### src/rtl/if_stage.sv
// if_stage: instruction fetch stage with PC, IF/ID register and a one-word
// hold buffer that catches a returned word while the pipeline is stalled.
`default_nettype none

module if_stage #(
    parameter logic [31:0] RESET_PC  = 32'h0000_0000,
    parameter logic [31:0] NOP_INSTR = 32'h0000_0013
) (
    input  logic        clk_i,
    input  logic        rst_i,
    input  logic        stall_i,
    input  logic        flush_i,
    input  logic [31:0] branch_target_i,
    output logic        imem_req_o,
    output logic [31:0] imem_addr_o,
    input  logic        imem_ready_i,
    input  logic [31:0] imem_rdata_i,
    output logic [31:0] ifid_pc_o,
    output logic [31:0] ifid_instr_o,
    output logic        ifid_valid_o,
    output logic        noop_o
);

    localparam logic [0:0] FETCH = 1'b0;
    localparam logic [0:0] HOLD  = 1'b1;

    localparam logic [31:0] ALIGN_MASK = 32'hFFFF_FFFC;

    logic [0:0]  state;
    logic [31:0] pc;
    logic [31:0] hold_buf;
    logic [31:0] ifid_pc;
    logic [31:0] ifid_instr;
    logic        ifid_valid;

    // Reset gates the request directly so it drops without waiting for an edge.
    assign imem_req_o   = (state == FETCH) && !rst_i;
    assign imem_addr_o  = pc;
    assign ifid_pc_o    = ifid_pc;
    assign ifid_instr_o = ifid_instr;
    assign ifid_valid_o = ifid_valid;
    assign noop_o       = !ifid_valid;

    always_ff @(posedge clk_i or posedge rst_i) begin
        if (rst_i) begin
            state      <= FETCH;
            pc         <= RESET_PC & ALIGN_MASK;
            hold_buf   <= NOP_INSTR;
            ifid_pc    <= 32'h0000_0000;
            ifid_instr <= NOP_INSTR;
            ifid_valid <= 1'b0;
        end else begin
            case (state)
                FETCH: begin
                    if (flush_i) begin
                        pc         <= branch_target_i & ALIGN_MASK;
                        ifid_instr <= NOP_INSTR;
                        ifid_valid <= 1'b0;
                    end else if (stall_i) begin
                        if (imem_ready_i) begin
                            hold_buf <= imem_rdata_i;
                            state    <= HOLD;
                        end
                    end else if (imem_ready_i) begin
                        ifid_pc    <= pc;
                        ifid_instr <= imem_rdata_i;
                        ifid_valid <= 1'b1;
                        pc         <= pc + 32'd4;
                    end else begin
                        ifid_instr <= NOP_INSTR;
                        ifid_valid <= 1'b0;
                    end
                end
                HOLD: begin
                    if (flush_i) begin
                        hold_buf   <= NOP_INSTR;
                        pc         <= branch_target_i & ALIGN_MASK;
                        ifid_instr <= NOP_INSTR;
                        ifid_valid <= 1'b0;
                        state      <= FETCH;
                    end else if (!stall_i) begin
                        ifid_pc    <= pc;
                        ifid_instr <= hold_buf;
                        ifid_valid <= 1'b1;
                        hold_buf   <= NOP_INSTR;
                        pc         <= pc + 32'd4;
                        state      <= FETCH;
                    end
                end
                default: state <= FETCH;
            endcase
        end
    end

endmodule

`default_nettype wire
### config.mk
export PLATFORM = sky130hd
export DESIGN_NAME = if_stage
export DESIGN_NICKNAME = d
export VERILOG_FILES = /design/src/rtl/if_stage.sv
export SDC_FILE = /design/constraint.sdc
export NUM_CORES = 1
export LEC_CHECK = 0
export ABC_CLOCK_PERIOD_IN_PS = 4800
export CORE_ASPECT_RATIO = 2
export CORE_MARGIN = 4
export CORE_UTILIZATION = 35
export DETAILED_ROUTE_END_ITERATION = 10
export PLACE_DENSITY = 0.63
export REMOVE_ABC_BUFFERS = 1
export SYNTH_ARGS = -nofsm -noshare
export SYNTH_HDL_FRONTEND = slang
export SYNTH_SLANG_ARGS = --single-unit
### constraint.sdc
create_clock -name clk_i -period 4.8 [get_ports clk_i]
set_input_delay 0.72 -clock clk_i [delete_from_list [all_inputs] [get_ports clk_i]]
set_output_delay 0.72 -clock clk_i [all_outputs]
set_load 0.005 [all_outputs]
Word-level counts from Yosys, hierarchy flattened. Index checks and enable logic that the tools add are counted.

Register bits after elaboration: 130. Bits of input ports: 69. Output and inout port bits: 99. Logic and storage cells: 59.

$add $sub $neg: 1. Eq/ne operators: 9. Mux-type cells: 35. Bitwise logic cells: 1. Reduce and logical (&&, ||, !) cells: 7.

Operator list (count): $mux 32 (20); $pmux 32 s2 (4); $add 32x3->32 const B (1); $ne 2x2->1 const B (6); $mux 1 (9); $ne 3x3->1 const B (3); $reduce_and 5->1 (1); $pmux 1 s2 (2); $reduce_and 4->1 (1); $reduce_and 3->1 (1); $logic_not 1->1 (2); $reduce_and 2->1 (1); $logic_and 1x1->1 (1); $not 1->1 (1).

Depth between registers and ports, before layout.
Depth after elaboration: 5. Mapped depth: 7. Mapped depth without buffers: 5.

Worst setup path after synthesis. Ideal clock, no wire load.

Path kind: input-to-reg. Start: in imem_ready_i. End: reg pc[13], in the netlist imem_addr_o[13]. Library setup time: 0.125 ns. Data arrival time: 1.847 ns. Required time: 4.675 ns. Slack: 2.828 ns. Stages: 7. Path through: buf_2 o21ba_1 buf_4 nand3_4 nor3_1 xor2_1 mux2_2.

Cells in the longest elaborated chain, start to end: 2.

Ends and longest elaborated chain: start, declared (line 16) `input logic imem_ready_i,`; $ne 3x3->1 (no line); $reduce_and 3->1 (no line); end signal, assigned (line 47) `pc <= RESET_PC & ALIGN_MASK;`; end signal, assigned (line 56) `pc <= branch_target_i & ALIGN_MASK;`; end signal, assigned (line 68) `pc <= pc + 32'd4;`; end, declared (line 30) `logic [31:0] pc;`.

No other way between the ends. A chain may end at the register's enable or synchronous reset.

Final worst setup path.
Start: in imem_ready_i. End: reg pc[8], in the netlist imem_addr_o[8].

Same word-level chain as after synthesis.

==> out/results.txt <==
status: finished, final reports clean
#FFs+latches synth: 126
top_reg_cell synth: dfrtp_1
Antenna Cells: 0
pwr dens: 382 nW/um2
sequential share of power: 41.8%
later-pin clock latency in the skew report: 0.41 ns
largest net degree at the start of global routing: 71
H-tree levels: 4
RSZ-0062 raised after global routing: false
Vias/cell: 4.98
Clk pwr share: 40.4%
Detail Route Antenna Nets: 0
Synth top area share: 50.7%
Netlist cell types: 42
LEAKAGE: 3.39 nW
initial antenna violation count: 0
warnings from Yosys: 0
Initial Util: 35.5%
hold slack: 0.481 ns
Crit Path Category: in -> reg
switching share of power: 24.6%
final critical-path share of the clock period: 60.1%
gpl congestion: 0.816
layout cell share with drive strength beyond 1: 13.7%
Hold Buf Count CTS: 0
Ports: 168
HPWL Detailed: 11500 um
# Max-Cap Violations: 0
Mapped Area: 5920 um2
Critical Path RT: 5.07 ns
endpoint class of the critical path: flop
CTS Buffer Depth: 2
Worst Hold Class: reg -> reg
Die Height: 192 um
Comb pwr share: 17.8%
first-pass GRT wire length: 26400 um
Final Hold Viols: 0
startpoint types: input port
cts bufs inserted: 17
Row Count: 67
die width: 100 um
sequential share of the synthesized area: 53.4%
TNS Setup: 0 ns
vias in the first global route: 5085
Post-CTS Resized: 0
peak supply drop: 236 uV
worst relative slew slack: 28.3%
final worst clock skew: 0.00998 ns
die area: 19200 um2
min cycle time layout: 2.88 ns
CTS tree: yes
Routed WL: 16200 um
Tot GR Track Use: 17.4%
Async SR Flop Fraction: 100%
grt total ovfl: 0
fillers: 1565
average routed wire per standard cell: 17.1 um
crit-path max FO: 27
DRC viols: 0
max-slew violation count: 0
most common cell in the synthesized netlist: dfrtp_1
Area Growth Syn to Fin: 39.5%
clk sinks: 126
1st-iter DRT viols: 154
sw power: 0.777 mW
cells after synthesis: 576
Post-synth EDFFs: 0
area of the core: 16700 um2
CTS Root Buffer Type: clkbuf_16
Core Util, Final: 49.5%
DR pass1 iterations: 4
Post-CTS Setup Repair Bufs: 0
worst slew pin tran: 1.07 ns
Synth top cells by count: dfrtp_1 (120), nand2_1 (67), nor2_1 (65)
Tot Pwr: 3.16 mW
final net count: 794
Clk pin slew, worst setup/hold paths: 0.05 ns
Syn Area/Cell: 10.3 um2
fmax: 347 MHz
synth top area cells: dfrtp_1 (51%), mux2_2 (7.8%), nand2_1 (4.2%)
via count: 4698
internal power: 2.38 mW
worst path arrival time: 3.15 ns
dominant cell type by area after synthesis: dfrtp_1
IO buf count: 161
# setup viols final: 0
==> state kept, by name, summed over array words and instances (netlist names) <==
register / count
imem_addr_o: 30
ifid_valid_o: 1
ifid_instr_o: 32
ifid_pc_o: 30
state: 1
hold_buf: 32
==> worst paths after layout <==
check / start / to / slack [ns] / depth (start not counted)
min: hold_buf[5]$_DFFE_PP0P_ / hold_buf[5]$_DFFE_PP0P_ / 0.48 / 2
max reg2reg: state$_DFF_PP0_ / imem_addr_o[8]$_DFFE_PP0P_ / 2.71 / 5
min reg2reg: hold_buf[5]$_DFFE_PP0P_ / hold_buf[5]$_DFFE_PP0P_ / 0.48 / 2
max: imem_ready_i / imem_addr_o[8]$_DFFE_PP0P_ / 1.92 / 7
max in group asynchronous: rst_i / ifid_instr_o[23]$_DFFE_PP0P_ / 3.04 / 3
min in group asynchronous: rst_i / ifid_instr_o[25]$_DFFE_PP0P_ / 0.87 / 2
==> power groups by stage <==
stage | Combinational [mW] | Sequential (mW) | Clock [mW]
3_5_place_dp | 0.571 | 1.34 | 0
4_1_cts | 0.575 | 1.32 | 1.31
5_1_grt | 0.620 | 1.34 | 1.35
2_1_floorplan | 0.221 | 1.32 | 0
6_report | 0.562 | 1.32 | 1.28
3_3_place_gp | 0.563 | 1.33 | 0
==> worst max-delay path: stages <==
cell	delay (ns)
clkdlybuf4s50_1	0.64
buf_4	0.37
o21ba_1	0.50
nand2_2	0.26
or3_1	0.43
xor2_1	0.14
o21ai_1	0.07
==> layout by cell type, fill, tap and decap left out, types with 8 or more instances in the layout <==
cell type / Yosys / routed
mux2_2: 41 / 41
nor2_1: 65 / 64
nor2b_1: 18 / 18
nor4_2: 8 / 8
dfrtp_1: 120 / 119
a21oi_1: 33 / 33
nand3_1: 9 / 9
o21ai_0: 30 / 30
o21a_1: 11 / 11
clkdlybuf4s50_1: 0 / 159
nand2_1: 67 / 67
o21ai_1: 16 / 15
clkbuf_16: 0 / 17
and3_1: 15 / 15
a22oi_1: 18 / 18
xnor2_1: 21 / 21
==> cells by family (layout without fill, tap and decap cells) <==
group,Yosys count,after routing,share of synthesized area (%)
AO/OA/AOI/OAI,115,115,11.4
XOR/XNOR,28,28,4.14
adder cells (fa/ha/maj),1,1,0.211
buffers and inverters,48,206,3.59
flip-flops,126,126,53.4
multiplexers,47,47,8.92
other,1,4,0.0634
AND/OR/NAND/NOR,210,210,18.3
==> per-layer routing <==
metal,routed length [um],track usage [%]
met1,6210,19.5
met2,8840,31.7
met3,747,4.00
met4,354,6.52
met5,0,0
==> area by class of cell <==
class                   instances  area, um2  share of cell area, %
inverters                       7       28.8                  0.348
flip-flops and latches        126       3160                   38.3
clock buffers                  24        462                   5.59
well taps                     207        259                   3.14
multi-input cells             405       2570                   31.1
repair buffers                167       1660                   20.1
clock inverters                 8        118                   1.42
==> through the flow <==
stage	setup WS, ns	cell area [um2]	std cells
6_report	1.92	8260	944
5_1_grt	1.78	8260	944
4_1_cts	1.90	8260	944
3_5_place_dp	1.48	7680	912
3_3_place_gp	1.47	7680	912
2_1_floorplan	0.734	5740	538
Note: power is estimated with default switching activity, not from simulation.
